==> src/rtl/acc_alu_seq.sv <==
// Accumulator ALU with single-cycle arithmetic/logic ops and iterative
// shift-add multiply / restoring divide behind a valid/ready handshake.
module acc_alu_seq #(
    parameter int unsigned WIDTH = 16
) (
    input  logic             clk,
    input  logic             rst,
    input  logic             in_valid,
    output logic             in_ready,
    input  logic [3:0]       opcode,
    input  logic [WIDTH-1:0] a,
    output logic [WIDTH-1:0] acc,
    output logic [WIDTH-1:0] acc_hi,
    output logic             done,
    output logic             carry,
    output logic             zero,
    output logic             dz,
    output logic             illegal
);

    localparam int unsigned CW = $clog2(WIDTH);
    localparam logic [CW-1:0] LastCnt = CW'(WIDTH - 1);

    localparam logic [3:0] OpNoop  = 4'd0;
    localparam logic [3:0] OpReset = 4'd1;
    localparam logic [3:0] OpAdd   = 4'd2;
    localparam logic [3:0] OpSub   = 4'd3;
    localparam logic [3:0] OpMul   = 4'd4;
    localparam logic [3:0] OpDiv   = 4'd5;
    localparam logic [3:0] OpAnd   = 4'd6;
    localparam logic [3:0] OpOr    = 4'd7;
    localparam logic [3:0] OpNot   = 4'd8;
    localparam logic [3:0] OpXor   = 4'd9;

    typedef enum logic [1:0] {StIdle, StMul, StDiv} state_e;

    state_e           state;
    logic [CW-1:0]    cnt;
    // Working registers keep acc/acc_hi untouched until the final iteration.
    logic [WIDTH-1:0] w_hi;
    logic [WIDTH-1:0] w_lo;
    logic [WIDTH-1:0] w_op;

    logic [WIDTH:0]   add_sum;
    logic [WIDTH:0]   sub_diff;
    logic [WIDTH-1:0] logic_res;
    logic [WIDTH:0]   mul_sum;
    logic [WIDTH-1:0] mul_hi_nx;
    logic [WIDTH-1:0] mul_lo_nx;
    logic [WIDTH:0]   div_shift;
    logic [WIDTH:0]   div_trial;
    logic             div_ge;
    logic [WIDTH-1:0] div_hi_nx;
    logic [WIDTH-1:0] div_lo_nx;

    assign in_ready = (state == StIdle);

    assign add_sum  = {1'b0, acc} + {1'b0, a};
    assign sub_diff = {1'b0, acc} - {1'b0, a};

    always_comb begin
        logic_res = acc;
        case (opcode)
            OpAnd:   logic_res = acc & a;
            OpOr:    logic_res = acc | a;
            OpXor:   logic_res = acc ^ a;
            OpNot:   logic_res = ~acc;
            default: logic_res = acc;
        endcase
    end

    // Shift-add step: conditionally add multiplicand, then shift {hi,lo} right.
    assign mul_sum   = {1'b0, w_hi} + (w_lo[0] ? {1'b0, w_op} : '0);
    assign mul_hi_nx = mul_sum[WIDTH:1];
    assign mul_lo_nx = {mul_sum[0], w_lo[WIDTH-1:1]};

    // Restoring step: shift next dividend bit into remainder, subtract if it fits.
    assign div_shift = {w_hi, w_lo[WIDTH-1]};
    assign div_ge    = (div_shift >= {1'b0, w_op});
    assign div_trial = div_shift - {1'b0, w_op};
    assign div_hi_nx = div_ge ? div_trial[WIDTH-1:0] : div_shift[WIDTH-1:0];
    assign div_lo_nx = {w_lo[WIDTH-2:0], div_ge};

    always_ff @(posedge clk or negedge rst) begin
        if (!rst) begin
            state   <= StIdle;
            cnt     <= '0;
            w_hi    <= '0;
            w_lo    <= '0;
            w_op    <= '0;
            acc     <= '0;
            acc_hi  <= '0;
            done    <= 1'b0;
            carry   <= 1'b0;
            zero    <= 1'b0;
            dz      <= 1'b0;
            illegal <= 1'b0;
        end else begin
            done <= 1'b0;
            unique case (state)
                StIdle: begin
                    if (in_valid) begin
                        illegal <= (opcode > OpXor);
                        case (opcode)
                            OpNoop: done <= 1'b1;
                            OpReset: begin
                                acc     <= '0;
                                acc_hi  <= '0;
                                carry   <= 1'b0;
                                zero    <= 1'b0;
                                dz      <= 1'b0;
                                illegal <= 1'b0;
                                done    <= 1'b1;
                            end
                            OpAdd: begin
                                acc   <= add_sum[WIDTH-1:0];
                                carry <= add_sum[WIDTH];
                                zero  <= (add_sum[WIDTH-1:0] == '0);
                                dz    <= 1'b0;
                                done  <= 1'b1;
                            end
                            OpSub: begin
                                acc   <= sub_diff[WIDTH-1:0];
                                carry <= sub_diff[WIDTH];
                                zero  <= (sub_diff[WIDTH-1:0] == '0);
                                dz    <= 1'b0;
                                done  <= 1'b1;
                            end
                            OpMul: begin
                                w_hi  <= '0;
                                w_lo  <= a;
                                w_op  <= acc;
                                cnt   <= '0;
                                state <= StMul;
                            end
                            OpDiv: begin
                                if (a == '0) begin
                                    acc    <= '1;
                                    acc_hi <= acc;
                                    carry  <= 1'b0;
                                    zero   <= 1'b0;
                                    dz     <= 1'b1;
                                    done   <= 1'b1;
                                end else begin
                                    w_hi  <= '0;
                                    w_lo  <= acc;
                                    w_op  <= a;
                                    cnt   <= '0;
                                    state <= StDiv;
                                end
                            end
                            OpAnd, OpOr, OpNot, OpXor: begin
                                acc   <= logic_res;
                                carry <= 1'b0;
                                zero  <= (logic_res == '0);
                                dz    <= 1'b0;
                                done  <= 1'b1;
                            end
                            default: done <= 1'b1;
                        endcase
                    end
                end
                StMul: begin
                    w_hi <= mul_hi_nx;
                    w_lo <= mul_lo_nx;
                    cnt  <= cnt + 1'b1;
                    if (cnt == LastCnt) begin
                        acc    <= mul_lo_nx;
                        acc_hi <= mul_hi_nx;
                        carry  <= |mul_hi_nx;
                        zero   <= (mul_lo_nx == '0);
                        dz     <= 1'b0;
                        done   <= 1'b1;
                        state  <= StIdle;
                    end
                end
                StDiv: begin
                    w_hi <= div_hi_nx;
                    w_lo <= div_lo_nx;
                    cnt  <= cnt + 1'b1;
                    if (cnt == LastCnt) begin
                        acc    <= div_lo_nx;
                        acc_hi <= div_hi_nx;
                        carry  <= 1'b0;
                        zero   <= (div_lo_nx == '0);
                        dz     <= 1'b0;
                        done   <= 1'b1;
                        state  <= StIdle;
                    end
                end
                default: state <= StIdle;
            endcase
        end
    end

endmodule

==> config.mk <==
export PLATFORM = sky130hd
export DESIGN_NAME = acc_alu_seq
export DESIGN_NICKNAME = d
export VERILOG_FILES = /design/src/rtl/acc_alu_seq.sv
export SDC_FILE = /design/constraint.sdc
export NUM_CORES = 1
export LEC_CHECK = 0
export BUFFER_PORTS_ARGS = -buffer_cell sky130_fd_sc_hd__clkbuf_2
export CAP_MARGIN = 15
export CORE_UTILIZATION = 55
export DETAILED_ROUTE_END_ITERATION = 12
export PLACE_DENSITY = 0.83
export SETUP_SLACK_MARGIN = 0.1
export SYNTH_ARGS = -nofsm -noshare
export SYNTH_HDL_FRONTEND = slang
export SYNTH_SLANG_ARGS = --single-unit
export TNS_END_PERCENT = 50
==> constraint.sdc <==
create_clock -name clk -period 3.7 [get_ports clk]
set_clock_uncertainty 0.2 [all_clocks]
set_input_delay 0.185 -clock clk [delete_from_list [all_inputs] [get_ports clk]]
set_output_delay 0.185 -clock clk [all_outputs]
set_load 0.01 [all_outputs]
# ---- Word-level counts from Yosys, hierarchy flattened
# Index checks and enable logic that the tools add are counted.
dict set report word_totals {
  wordCells 126
  output_inout_bits 38
  register_bits 91
  input_bits 23
}
dict set report classes {
  muxes 55
  addsub 5
  n_reduce_logical 24
  eq_ne 24
  n_bitwise 4
  n_lt_le_gt_ge 2
}
# cell count
set ops {}
lappend ops {{$mux 16} 15}
lappend ops {{$pmux 16 s3} 4}
lappend ops {{$pmux 16 s2} 4}
lappend ops {{$logic_not 16->1} 6}
lappend ops {{$pmux 16 s5} 1}
lappend ops {{$pmux 16 s4} 1}
lappend ops {{$add 16x16->17} 2}
lappend ops {{$reduce_and 6->1} 3}
lappend ops {{$ge 17x16->1} 1}
lappend ops {{$sub 16x16->17} 1}
lappend ops {{$and 16x16->16} 1}
lappend ops {{$eq 4x3->1 const B} 4}
lappend ops {{$not 16->16} 1}
lappend ops {{$or 16x16->16} 1}
lappend ops {{$pmux 4 s2} 2}
lappend ops {{$reduce_and 4->1} 4}
lappend ops {{$reduce_or 16->1} 1}
lappend ops {{$sub 16x16->16} 1}
lappend ops {{$xor 16x16->16} 1}
lappend ops {{$mux 1} 13}
lappend ops {{$eq 4x4->1 const B} 3}
lappend ops {{$eq 4x2->1 const B} 2}
lappend ops {{$mux 4} 2}
lappend ops {{$ne 2x2->1 const B} 4}
lappend ops {{26 further kinds} 36}

# ---- Longest topological paths before layout
# Gate-level depths: netlist of run 1.
dict set report depth {
  word_depth 6
  mapped_depth 13
  ltp_nobuf 13
}

# ---- Least setup slack after synthesis of run 1
# No wires, ideal clock.
dict set report synth_timing {
  path_type {flip-flop to flip-flop}
  from {register w_lo[0]}
  to {register carry}
  setup_ps 130
  arrival_time_ps 2961
  path_buffers 1
  path_slack_ps 409
  stages_incl_launch_ff 14
  synth_period_minus_slack_ps 3291
  path_cell_list {dfrtp_1 -> inv_1 -> clkbuf_1 -> nor2_1 -> ha_1 -> o21ai_0 -> o21ai_1 -> a31o_2 -> xor2_1 -> or4_1 -> nor4b_1 -> nand4b_1 -> a21boi_1 -> a31oi_1}
}
dict set report synth_via {
  elab_chain_cells 5
}
# element line_no
set synth_lines {}
lappend synth_lines {{from (decl)} 41} ;# logic [WIDTH-1:0] w_lo;
lappend synth_lines {{from (signal assigned)} 165} ;# w_lo <= mul_lo_nx;
lappend synth_lines {{from (signal assigned)} 179} ;# w_lo <= div_lo_nx;
lappend synth_lines {{$mux 16} 73} ;# assign mul_sum = {1'b0, w_hi} + (w_lo[0] ? {1'b0, w_op} : '0);
lappend synth_lines {{$add 16x16->17} 73}
lappend synth_lines {{$reduce_or 16->1} 170} ;# carry <= |mul_hi_nx;
lappend synth_lines {{$mux 1} 167} ;# if (cnt == LastCnt) begin
lappend synth_lines {{$pmux 1 s3} 100} ;# unique case (state)
lappend synth_lines {{to (signal assigned)} 117} ;# carry <= add_sum[WIDTH];
lappend synth_lines {{to (signal assigned)} 124} ;# carry <= sub_diff[WIDTH];
lappend synth_lines {{to (signal assigned)} 170}
lappend synth_lines {{to (decl)} 15} ;# output logic carry,
# Every way passes these cells. The select of a mux whose other input is x is not followed.
# A chain may end at the register's enable or synchronous reset.

# ---- Worst setup path after layout of run 1
dict set report layout_timing {
  from {input port a[2]}
  to {register zero}
}
dict set report layout_via {
  elab_chain_cells 6
}
# element line_no
set layout_lines {}
lappend layout_lines {{from (decl)} 11} ;# input logic [WIDTH-1:0] a,
lappend layout_lines {{parallel branches: the longest is 6 deep, another holds $sub 16x16->17} -}
lappend layout_lines {{to (signal assigned)} 118} ;# zero <= (add_sum[WIDTH-1:0] == '0);
lappend layout_lines {{to (signal assigned)} 155} ;# zero <= (logic_res == '0);
lappend layout_lines {{to (signal assigned)} 171} ;# zero <= (mul_lo_nx == '0);
lappend layout_lines {{to (decl)} 16} ;# output logic zero,
# Parallel ways; which one is timed is not known. The select of a mux whose other input is x is not followed.

==> results of run 1 <==
==> flip-flops by register name, summed over array words and instances (netlist names) <==
register and flops:
acc 16, acc_hi 16, w_hi 16, w_lo 16, w_op 16, cnt 4
state 2, carry 1, done 1, dz 1, illegal 1, zero 1
==> synthesized netlist by cell type (5+ instances only) <==
library cell	instances
or4_1	8
mux2_1	5
o211ai_1	15
xor2_1	17
a222oi_1	6
o21a_1	13
nor3_1	14
nor2b_1	12
dfrtp_1	91
o21ai_0	45
a2111oi_0	5
a21o_1	11
nand2b_1	15
inv_1	78
clkbuf_1	63
nand3_1	18
o31ai_1	9
nor2_1	140
nand2_1	128
xnor2_1	32
mux2i_1	17
nor4_1	10
o21bai_1	7
a221oi_1	9
a21oi_1	135
a22oi_1	18
o221ai_1	6
ha_1	87
buf_1	6
o22ai_1	15
a22o_1	5
a31oi_1	37
a211oi_1	28
and2_1	7
o21ai_1	23
==> per-layer routing <==
metal / GRT usage / up-vias / part of all wire
met5: 0 / - / 0
met4: 0.164 / 0 / 0.043
met3: 0.0617 / 120 / 0.099
met2: 0.542 / 617 / 0.45
met1: 0.454 / 4458 / 0.41
li1: - / 4524 / -
==> area by class of cell <==
| type | instances | area, sq um |
|---|---|---|
| fill | 1399 | 5810 |
| inverter | 83 | 312 |
| clock buffer | 12 | 256 |
| multi-input combinational | 975 | 6370 |
| timing repair buffer | 114 | 763 |
| tap | 216 | 270 |
| clock inverter | 4 | 56.3 |
| sequential | 91 | 2280 |
==> worst max-delay path, stage by stage <==
cell	delay [ps]
dlygate4sd3_1	520
clkbuf_2	170
inv_1	80
ha_1	430
nand2b_1	220
a221oi_1	310
o21ai_2	140
a21oi_2	270
nor2_1	110
xnor2_1	140
or4_1	480
nor4b_2	260
a41o_1	190
==> worst max path at each step <==
| stage | startpoint | to | slack, ps | cells after the start |
|---|---|---|---|---|
| floorplan | w_lo[0] | carry | 410 | 13 |
| global placement | w_lo[0] | acc_hi[13] | 350 | 12 |
| detailed placement | w_lo[0] | acc_hi[13] | 310 | 12 |
| CTS | a[2] | zero | 180 | 13 |
| global route | a[2] | zero | 20 | 13 |
| finish | a[2] | zero | 270 | 13 |
==> repair_timing <==
| action | CTS | global route |
|---|---|---|
| hold endpoints to repair | 58 | 0 |
| hold buffers | 14 | 0 |
| setup endpoints to repair | 0 | 6 |
| gates resized for setup | 0 | 6 |
==> placed cells by master, fill, tap and decap left out, types with 10 or more instances in the layout <==
cell type	instances
a211oi_1	27
a21o_1	11
a21oi_1	133
a22oi_1	18
a31oi_1	37
buf_4	39
clkbuf_2	59
dfrtp_1	90
dlygate4sd3_1	14
ha_1	86
inv_1	77
mux2i_1	17
nand2_1	128
nand2b_1	15
nand3_1	18
nor2_1	139
nor2b_1	11
nor3_1	14
nor4_1	10
o211ai_1	15
o21a_1	13
o21ai_0	45
o21ai_1	22
o22ai_1	15
xnor2_1	32
xor2_1	17
==> cell families (layout without fill, tap and decap cells) <==
group	count (synthesis)	in the layout	synth area share
simple gates	385	385	0.191
compound gates	428	428	0.300
fa+ha+maj	91	91	0.127
flops	91	91	0.247
xor+xnor	49	49	0.0466
mux	22	22	0.0246
buf+inv	156	213	0.0641
==> power by group <==
part           internal (mW)  switching [mW]
logic                   2.59            3.96
registers               1.47           0.508
clock network          0.568           0.437
==> results_dict.tcl, run 1 <==
set metrics [dict create \
    status "finished clean" \
    powerDensity_mw_per_mm2 926 \
    gp_congestion 0.992 \
    placed_cell_area_sq_mm 0.00982 \
    grt_pass1_vias 9056 \
    final_hold_viol_count 0 \
    max_freq_mhz 291 \
    post-route-period-util 0.928 \
    final-instance-count-excl-fill 1495 \
    num_vias 9719 \
    synth_edf_count 0 \
    cp-end-kind "flop" \
    synthCells 1222 \
    syn_to_final_growth_pct 11.9 \
    routedWlPerCell_microns 20.0 \
    dpl.cell_count 1464 \
    viasPerCell 6.50 \
    fp.dieW_microns 131 \
    synth.top_cell.area_share 0.247 \
    grt_max_degree 70 \
    grt_pass1_wl_microns 47900 \
    setup_violations 0 \
    whs_ps 32.8 \
    synth_cell_types 82 \
    min_path_type "in2reg" \
    cts_setup_buffers 0 \
    rr_startpoint "w_lo[0]" \
    min_from "a[6]" \
    grt-ovfl-total 0 \
    clock_latency_ps 360 \
    syn-num-nets 1336 \
    antenna_found_initial 0 \
    cts_sinks 91 \
    cp-start-kind "input port" \
    drtIter0Drc 1302 \
    ys.flop_type "dfrtp_1" \
    slew_violations 0 \
    tns_ps 0 \
    cap_violations 0 \
    syn_area_sq_mm 0.00921 \
    core-area_sq_mm 0.0161 \
    numCtsBuffers 9 \
    path_clk_slew_ps 70 \
    synth-seq-cells 91 \
    vdd_ir_drop_max_uv 408 \
    r2r_cells 11 \
    drc 0 \
    yosysSeqAreaShare 0.247 \
    whs_endpoint "w_op[6]" \
    cp.arrival_ps 3520 \
    placementRows 46 \
    htreeDepth 3 \
    yosysTopAreaCell "dfrtp_1" \
    r2r-end "acc_hi[11]" \
    nets 1388 \
    worstSetupPathType "in2reg" \
    async_flop_share 1.00 \
    postRouteAntennaNets 0 \
    postLayoutCellArea_sq_mm 0.0103 \
    layout-drive-gt1-share 0.107 \
    required_ps 3790 \
    io_buffers 60 \
    period_needed_ps 3430 \
    synth.avg_cell_area_sq_um 7.54 \
    min_path_cells 3 \
    postLayoutSetupSlackWorst_ps 267 \
    io_pins 61 \
    tightestPinTransition_ps 868 \
    synth.top_cells.by_area "dfrtp_1, ha_1, a21oi_1" \
    fin_util 0.640 \
    die_h_microns 131 \
    maxSlewHeadroom 0.420 \
    leakagePower_nw 4.57 \
    yosysWarnings 0 \
    rsz0062_at_grt "true" \
    clockBufferDepth 2 \
    wl_microns 30000 \
    cts_tree "done" \
    die_area_sq_mm 0.0173 \
    dp_slack_ps 315 \
    worstPathMaxFanout 10 \
    total_power_mw 9.54 \
    track_usage 0.344 \
    start_util 0.572 \
    r2r_setup_slack_ps 290 \
    cts_root_buf "clkbuf_16" \
    dr.pass1.iters 8 \
    n_antenna_cell 0 \
    place_hpwl_microns 22100 \
]
Power figures use the tool's default switching activity.
==> run 2, diff against run 1 <==
==> constraint.sdc (replaced) <==
create_clock -name clk -period 3.7 [get_ports clk]
set_clock_uncertainty 0.2 [all_clocks]
set_input_delay 0.37 -clock clk [delete_from_list [all_inputs] [get_ports clk]]
set_output_delay 0.37 -clock clk [all_outputs]
set_load 0.01 [all_outputs]
==> results_dict.tcl, run 2 (same netlist as run 1, synthesis figures left out) <==
set metrics [dict create \
    htreeDepth 3 \
    switching_share 0.513 \
    placementRows 46 \
    tightestPinTransition_ps 1060 \
    dr.pass1.iters 6 \
    syn_to_final_growth_pct 10.9 \
    cp.arrival_ps 3480 \
    clkPwrFrac 0.102 \
    powerDensity_mw_per_mm2 934 \
    nets 1380 \
    path_depth 11 \
    die_area_sq_mm 0.0173 \
    layout-drive-gt1-share 0.113 \
    place_hpwl_microns 22800 \
    total_power_mw 9.54 \
    dp_slack_ps 136 \
    wl_microns 30100 \
    gp_congestion 1.03 \
    core-area_sq_mm 0.0161 \
    die_h_microns 131 \
    cts_setup_buffers 0 \
    required_ps 3720 \
    status "finished clean" \
    n_antenna_cell 0 \
    r2r_setup_slack_ps 240 \
    crit_end "acc[13]" \
    maxSlewHeadroom 0.292 \
    cp-end-kind "flop" \
    path_buf_inv 2 \
    final_hold_viol_count 0 \
    slowest_stage "a2111oi_0" \
    numCtsBuffers 9 \
    postRouteAntennaNets 0 \
    worstPathMaxFanout 10 \
    slew_violations 0 \
    path_clk_slew_ps 80 \
    rr_startpoint "acc[6]" \
    post-route-period-util 0.934 \
    antenna_found_initial 0 \
    cts_sinks 91 \
    placed_cell_area_sq_mm 0.00986 \
    clock_latency_ps 360 \
    io_pins 61 \
    p_seq_frac 0.207 \
    grt_pass1_vias 9047 \
    setup_violations 0 \
    r2r-end "acc[13]" \
    max_freq_mhz 289 \
    io_buffers 60 \
    grt_max_degree 74 \
    cts_root_buf "clkbuf_16" \
    max_stage_delay_ps 560 \
    rsz0062_at_grt "false" \
    num_vias 9728 \
    cts_tree "done" \
    timing.critical_path.from "acc[6]" \
    whs_ps 70.3 \
    fp.dieW_microns 131 \
    grt-ovfl-total 0 \
    routedWlPerCell_microns 20.3 \
    p_comb_frac 0.691 \
    tns_ps 0 \
    drtIter0Drc 1112 \
    postLayoutCellArea_sq_mm 0.0102 \
    cap_violations 0 \
    track_usage 0.350 \
    crit_family "compound AO/OA/AOI/OAI gates" \
    mostFrequentLayoutCells "nor2_1, a21oi_1, nand2_1" \
    postLayoutSetupSlackWorst_ps 244 \
    min_path_type "in2reg" \
    worstSetupPathType "reg2reg" \
    crit_chain "inv_1 > ha_1 > inv_2 > a2111oi_0 > a211oi_1 > a2111oi_0 > nor2_1 > xnor2_1 > mux2i_1 > a211oi_1 > o221ai_1" \
    switchingPower_mw 4.90 \
    cp-start-kind "flop" \
    start_util 0.572 \
    viasPerCell 6.54 \
    drc 0 \
    mostFrequentLayoutCell "nor2_1" \
    clockBufferDepth 2 \
    r2r_cells 11 \
    grt_pass1_wl_microns 48400 \
    min_from "in_valid" \
    leakagePower_nw 4.53 \
    period_needed_ps 3460 \
    vdd_ir_drop_max_uv 473 \
    internal_power_mw 4.64 \
]
==> run 2: changes by cell type in the layout (fill, tap and decap cells not counted), sizes merged <==
cell         delta
buf             +5
clkbuf          -1
dlygate4sd3    -13
clkinv          +1
clkinvlp        +2
inv             -2
==> run 2: what timing repair did <==
action / CTS / global route
hold buffers: 1 / 0
resized for setup: 0 / 8
hold endpoints to repair: 60 / 0
setup endpoints to repair: 0 / 5
==> run 2: tightest hold or removal path: stages <==
cell	delay [ps]
clkbuf_2	100
nand3_1	70
a21oi_1	50
==> run 2: cell type report <==
type | instances | area [sq um]
multi-input cells | 975 | 6380
repair buffers | 106 | 674
fillers | 1449 | 5900
clock inverters | 5 | 62.6
inverters | 83 | 312
flip-flops and latches | 91 | 2280
well taps | 216 | 270
clock buffers | 11 | 243
==> run 2: power groups by stage <==
stage               combinational (mW)  sequential, mW  clock, mW
global route                      7.20            2.02       1.01
CTS                               6.44            1.95      0.977
global placement                  6.28            1.95          0
detailed placement                6.39            1.96          0
finish                            6.59            1.97      0.978
floorplan                         4.55            1.95          0
==> run 2: worst min path at each step <==
stage / cells after the start / slack (ps) / to
6_report: 3 / 70 / done
5_1_grt: 3 / 120 / w_op[14]
4_1_cts: 3 / 70 / done
3_5_place_dp: 2 / 270 / dz
3_3_place_gp: 2 / 260 / dz
2_1_floorplan: 0 / -130 / acc[0]
==> run 2: metrics by stage <==
| step | utilization | cells |
|---|---|---|
| after global routing | 0.634 | 1487 |
| after floorplan | - | 1222 |
| after global placement | 0.612 | 1469 |
| after CTS | 0.631 | 1486 |
| final | 0.634 | 1487 |
| after detailed placement | 0.612 | 1469 |
==> run 2: layer usage <==
layer / global-route usage / share of wire / vias up
met3: 0.0502 / 0.087 / 87
li1: - / - / 4516
met4: 0.166 / 0.040 / 0
met2: 0.551 / 0.46 / 557
met5: 0 / 0 / -
met1: 0.472 / 0.42 / 4568
